File: config.mk
export PLATFORM = sky130hd
export DESIGN_NAME = alu_result_uart_tx
export DESIGN_NICKNAME = d
export VERILOG_FILES = /design/src/rtl/alu_uart_pkg.sv /design/src/rtl/alu_result_uart_tx_baud_tick_gen.sv /design/src/rtl/alu_result_uart_tx.sv
export SDC_FILE = /design/constraint.sdc
export NUM_CORES = 1
export LEC_CHECK = 0
export ABC_AREA = 1
export BUFFER_PORTS_ARGS = -buffer_cell sky130_fd_sc_hd__buf_2
export CAP_MARGIN = 0
export CORE_ASPECT_RATIO = 2
export CORE_MARGIN = 4
export CORE_UTILIZATION = 40
export DETAILED_ROUTE_END_ITERATION = 8
export PLACE_DENSITY_LB_ADDON = 0.1
export SETUP_SLACK_MARGIN = 0.5
export SYNTH_ARGS = -nofsm -noshare
export SYNTH_HDL_FRONTEND = slang
export SYNTH_SLANG_ARGS = --single-unit
export TNS_END_PERCENT = 100
File: constraint.sdc
create_clock -name clk -period 1.9 [get_ports clk]
set_clock_uncertainty 0.2 [all_clocks]
set_input_delay 0.19 -clock clk [delete_from_list [all_inputs] [get_ports clk]]
set_output_delay 0.19 -clock clk [all_outputs]
set_load 0.01 [all_outputs]
File: src/rtl/alu_uart_pkg.sv
// rtl/alu_uart_pkg.sv - shared types and helpers for the ALU result UART reporter
package alu_uart_pkg;

    typedef enum logic [1:0] {
        IDLE  = 2'd0,
        START = 2'd1,
        DATA  = 2'd2,
        STOP  = 2'd3
    } state_t;

    localparam logic UART_IDLE_LVL    = 1'b1;
    localparam int   BYTES_PER_REPORT = 2;

    // Second report byte: {0, sel[2:0], 00, cout, zero}
    function automatic logic [7:0] pack_byte1(input logic [2:0] sel,
                                              input logic cout,
                                              input logic zero);
        return {1'b0, sel, 2'b00, cout, zero};
    endfunction

endpackage

File: src/rtl/alu_result_uart_tx_baud_tick_gen.sv
// rtl/alu_result_uart_tx_baud_tick_gen.sv - bit-period counter with end-of-bit tick
module baud_tick_gen #(
    parameter int CLKS_PER_BIT = 868
) (
    input  logic clk,
    input  logic rst,
    input  logic en,
    output logic tick
);

    localparam int CNT_W = (CLKS_PER_BIT > 2) ? $clog2(CLKS_PER_BIT) : 1;
    localparam logic [CNT_W-1:0] LAST = CNT_W'(CLKS_PER_BIT - 1);

    logic [CNT_W-1:0] cnt;

    assign tick = en && (cnt == LAST);

    // Held at zero while disabled so the first bit after enable is full length
    always_ff @(posedge clk) begin
        if (rst || !en || tick) begin
            cnt <= '0;
        end else begin
            cnt <= cnt + 1'b1;
        end
    end

endmodule

File: src/rtl/alu_result_uart_tx.sv
// rtl/alu_result_uart_tx.sv - captures ALU result/flags and sends them as two UART 8N1 bytes
module alu_result_uart_tx
    import alu_uart_pkg::*;
#(
    parameter int CLKS_PER_BIT = 868
) (
    input  logic       clk,
    input  logic       rst,
    input  logic       start,
    input  logic [7:0] result,
    input  logic       zero,
    input  logic       cout,
    input  logic [2:0] alu_sel,
    output logic       tx,
    output logic       busy,
    output logic       done
);

    localparam logic LAST_BYTE = 1'(BYTES_PER_REPORT - 1);

    state_t     state;
    logic [7:0] byte0;
    logic [7:0] byte1;
    logic       byte_sel;
    logic [2:0] bit_idx;
    logic [7:0] cur_byte;
    logic       tick;

    assign cur_byte = byte_sel ? byte1 : byte0;

    baud_tick_gen #(
        .CLKS_PER_BIT(CLKS_PER_BIT)
    ) u_baud (
        .clk  (clk),
        .rst  (rst),
        .en   (state != IDLE),
        .tick (tick)
    );

    always_ff @(posedge clk) begin
        if (rst) begin
            state    <= IDLE;
            tx       <= UART_IDLE_LVL;
            busy     <= 1'b0;
            done     <= 1'b0;
            byte0    <= '0;
            byte1    <= '0;
            byte_sel <= 1'b0;
            bit_idx  <= '0;
        end else begin
            done <= 1'b0;
            case (state)
                IDLE: begin
                    if (start) begin
                        byte0    <= result;
                        byte1    <= pack_byte1(alu_sel, cout, zero);
                        byte_sel <= 1'b0;
                        bit_idx  <= '0;
                        tx       <= 1'b0;
                        busy     <= 1'b1;
                        state    <= START;
                    end
                end
                START: begin
                    if (tick) begin
                        tx      <= cur_byte[0];
                        bit_idx <= '0;
                        state   <= DATA;
                    end
                end
                DATA: begin
                    if (tick) begin
                        if (bit_idx == 3'd7) begin
                            tx    <= UART_IDLE_LVL;
                            state <= STOP;
                        end else begin
                            bit_idx <= bit_idx + 3'd1;
                            tx      <= cur_byte[bit_idx + 3'd1];
                        end
                    end
                end
                STOP: begin
                    // Next byte's start bit follows the stop bit with no idle gap
                    if (tick) begin
                        if (byte_sel != LAST_BYTE) begin
                            byte_sel <= ~byte_sel;
                            tx       <= 1'b0;
                            state    <= START;
                        end else begin
                            busy  <= 1'b0;
                            done  <= 1'b1;
                            state <= IDLE;
                        end
                    end
                end
                default: state <= IDLE;
            endcase
        end
    end

endmodule

==> flow_results.org <==
** Floorplanning
- Starting utilization of the core area :: 0.414
- Total core area :: 3880 sq um
- Horizontal extent of the die :: 52.8 um
- 19 I/O pins were placed.
- Die Y :: 97.7 um
- Std cell rows :: 32
- The die covers 5160 sq um.

** Worst setup path
- In this run the critical register-to-register path is captured at bit_idx[0]$_SDFFE_PP0P_.
- The startpoint identified for the worst register-to-register timing path is state[0]$_SDFFE_PP0P_.
- CP Data Required Time :: 1.92 ns
- The slowest stage of the critical path is the dfxtp_4 cell.
- STA classifies the critical path endpoint as a register.
- Critical path peak fanout :: 6
- The setup check on the worst reg-to-reg path leaves a slack of 0.29 ns.
- The largest single stage delay on the critical path is 0.38 ns.
- Cell seen most often among critical-path stages :: nand2_1
- The number of cells on the worst reg-to-reg path is 8.
- The critical path is of the reg -> reg type.
- Data arrival time of the worst path :: 1.63 ns
- Worst path cell trace :: inv_4 > ha_4 > nor3_2 > a211oi_4 > nand3_4 > nand2_1 > nand2_1 > nor2_1
- STA classifies the critical path startpoint as a register.

** Finish
- Summing all non-filler instances in the final layout gives an area of 2390 sq um.
- At the end of the flow the core is filled with cells to 0.615.
- 0 antenna diodes ended up in the layout.
- Fill count :: 353
- Synth-to-Final Area Change :: 48.6%
- The final layout contains 292 nets.
- In the final layout, the share of cells above drive strength 1 is 0.378.

** Detailed routing
- DRC violations left :: 0
- In this run, the number of DRC markers left after iteration 0 of detailed routing was 29.
- Average wire per standard cell :: 13.5 um
- Pre-Repair DR Iteration Count :: 4
- Vias after detailed routing :: 1,573
- Wires add up to 4320 um.
- Once detail routing completed, the nets flagged for antenna violations numbered 0.
- Drt via density :: 4.90

** Place
- Placed cell areas :: 1810 sq um
- Once detailed placement completed, the half-perimeter wirelength came to 2780 um.
- The congestion estimate from routability-driven global placement came to 0.862.
- Worst slack after detailed placement :: 0.178 ns
- Port buffering added 18 buffers.

** GRT
- The number of global-route vias before repair was 1,604.
- Initial antenna violation count :: 0
- Overall global routing resource usage :: 0.183
- The first global-routing pass estimated 7020 um of wire.
- Pin count of the biggest net entering global routing :: 20
- Global routing finished with a remaining overflow of 0.

** STA
- Final hold violations :: 2
- Accumulated negative setup slack :: 0 ns
- Transition time at the pin with the least slew margin :: 0.290 ns
- Worst-case hold slack :: -0.0446 ns
- Tmin final :: 1.61 ns
- Max Clk Rate :: 621 MHz
- Measured against its own limit, the worst slew margin works out to 0.806.
- Max-slew violation count :: 0
- # setup viols final :: 0
- Final worst path period share :: 0.848
- Setup repair after global routing missed its margin :: yes
- After layout, the worst setup slack is 0.289 ns.

** Min path
- The worst hold path was traced through 2 stages.
- Endpoint, Worst Hold :: bit_idx[2]$_SDFFE_PP0P_
- Worst hold path type :: in -> reg
- Worst Min Path Start :: rst

** Logic synthesis
- Number of flops mapped to enable cells by yosys :: 0
- Sequential cell area fraction in the yosys report :: 0.398
- Average size of a mapped cell :: 7.38 sq um
- For this run, the number of Yosys warnings is 0.
- Counting flops and latches in the post-synthesis netlist gives 32.
- Ranked by total cell area, the synthesized netlist is headed by dfxtp_1, nand2_1, nor2_1, inv_1, ha_1.
- Post-Syn Instances :: 218
- The commonest cells after synthesis are nand2_1, dfxtp_1, nor2_1.
- Proportion of netlist area held by the largest area contributor :: 0.398
- Number of library cell types mapped by synthesis :: 33
- The synthesized netlist occupies a cell area of 1610 sq um.
- nand2_1 is the most common cell in the netlist.
- The synthesized design spends more area on one cell type than any other, namely dfxtp_1.
- Counting flops with an async set or reset pin after synthesis yields a share of 0.
- Syn Nets :: 241
- Most used flip-flop cell after synthesis :: dfxtp_1

** Clock tree
- Clock tree synthesis found a total of 32 sinks.
- TritonCTS built the clock tree.
- In this run the clock root is driven by a clkbuf_8.
- Number of levels the H-tree was split into :: 2
- Total CTS buffers :: 5
- After clock tree synthesis, the clock-pin slew on the worst setup and hold paths is 0.07 ns.
- Counting along the longest clock path gives a buffer depth of 2.
- Hold repair after CTS inserted 14 buffers.
- For the worst-skew pair, the clock arrives at the later sink with an insertion delay of 0.29 ns.

** Pwr
- Worst supply voltage drop on vdd :: 665 uV
- Dividing total power by cell area gives a power density of 1080 nW/um^2.
- For this design the static power due to leakage is 0.978 nW.

** Status
- The checks that failed: negative hold slack.
- The flow ran to the end, but the final reports show violations.

** Run
- Number of violations of the max-capacitance limit :: 0
[how the worst max path moves through the flow]
stage                                       start                      end  slack [ns]  depth (start not counted)
final                       state[0]$_SDFFE_PP0P_  bit_idx[0]$_SDFFE_PP0P_        0.29                          8
after global routing        state[0]$_SDFFE_PP0P_    state[1]$_SDFFE_PP0P_        0.22                          9
after CTS                 bit_idx[1]$_SDFFE_PP0P_          tx$_SDFFE_PP1P_        0.29                         10
after detailed placement  bit_idx[0]$_SDFFE_PP0P_          tx$_SDFFE_PP1P_        0.18                         11
after global placement    bit_idx[0]$_SDFFE_PP0P_          tx$_SDFFE_PP1P_        0.19                         11
after floorplan             state[0]$_SDFFE_PP0P_  bit_idx[0]$_SDFFE_PP0P_        0.36                          8
[worst max-delay path: cells and delay by family, from the launching register on]
| kind | cells | cell delay (ns) |
|---|---|---|
| AND/OR/NAND/NOR | 5 | 0.41 |
| flip-flops | 1 | 0.38 |
| AO/OA/AOI/OAI | 1 | 0.28 |
| adder cells (fa/ha/maj) | 1 | 0.19 |
| buffers and inverters | 1 | 0.08 |
[flip-flops by register name (all words and copies together) (netlist names)]
register / cells
bit_idx: 3
busy: 1
byte0: 8
byte1: 5
byte_sel: 1
done: 1
state: 2
tx: 1
u_baud.cnt: 10
[kinds of logic (layout without fill, tap and decap cells)]
logic type                 count (synthesis)  after routing  share of synthesized area
DFF                                       32             32                      0.398
buffers and inverters                     34             85                     0.0825
adders and majority gates                  7              7                     0.0545
and+or+nand+nor                          105            106                      0.317
AOI/OAI and AO/OA                         36             36                      0.126
xor gates and xnor gates                   4              4                     0.0218
[cells in the final DEF (no fill, tap or decap), types with 3 or more instances in the layout]
| cell | n |
|---|---|
| buf_2 | 18 |
| nor2_1 | 22 |
| nand3_1 | 14 |
| nand3_2 | 5 |
| a21oi_2 | 6 |
| a21oi_1 | 11 |
| o21ai_1 | 11 |
| dfxtp_1 | 23 |
| buf_4 | 12 |
| inv_1 | 21 |
| nand2_2 | 3 |
| nand2_1 | 36 |
| clkbuf_8 | 5 |
| dfxtp_2 | 8 |
| inv_2 | 4 |
| ha_4 | 6 |
| nor2_2 | 8 |
| xor2_1 | 3 |
| dlygate4sd3_1 | 14 |
| nand4_1 | 4 |
| nand3_4 | 3 |
| inv_4 | 3 |
[routing by layer]
metal  vias to the layer above  wire length [um]  GRT usage
met3                        14               146     0.0461
met2                        34              2570      0.343
met5                         -                 0          0
met4                         0               173     0.0906
li1                        807                 -          -
met1                       718              1430      0.168
[per-stage QoR]
stage / hold WS (ns) / std cells / total power, mW
2_1_floorplan: 0.154 / 218 / 1.52
6_report: -0.0446 / 321 / 2.58
4_1_cts: -0.0600 / 315 / 2.36
3_3_place_gp: 0.221 / 284 / 1.69
3_5_place_dp: 0.227 / 284 / 1.69
5_1_grt: -0.0620 / 321 / 2.77
[area by class of cell]
class                      instances  area [sq um]  share of cell area
multi-input combinational        153          1060               0.444
sequential                        32           654               0.274
timing repair buffer              49           413               0.173
inverter                          28           113              0.0471
clock buffer                       6          72.6              0.0304
tap                               51          63.8              0.0267
clock inverter                     2          12.5             0.00524
[power breakdown]
part           internal [mW]  switching, mW  total [mW]
clock network          0.255          0.253       0.508
logic                  0.542          0.645        1.19
registers              0.805         0.0831       0.888
[timing repair]
item                       in CTS  in global routing
pin swaps                      15                 13
gates resized for setup        26                 37
setup endpoints to repair      32                 32
buffers inserted                8                  4
hold endpoints to repair       18                  2
gates cloned                    1                  2
No activity file was read; power rests on OpenSTA's default activity.
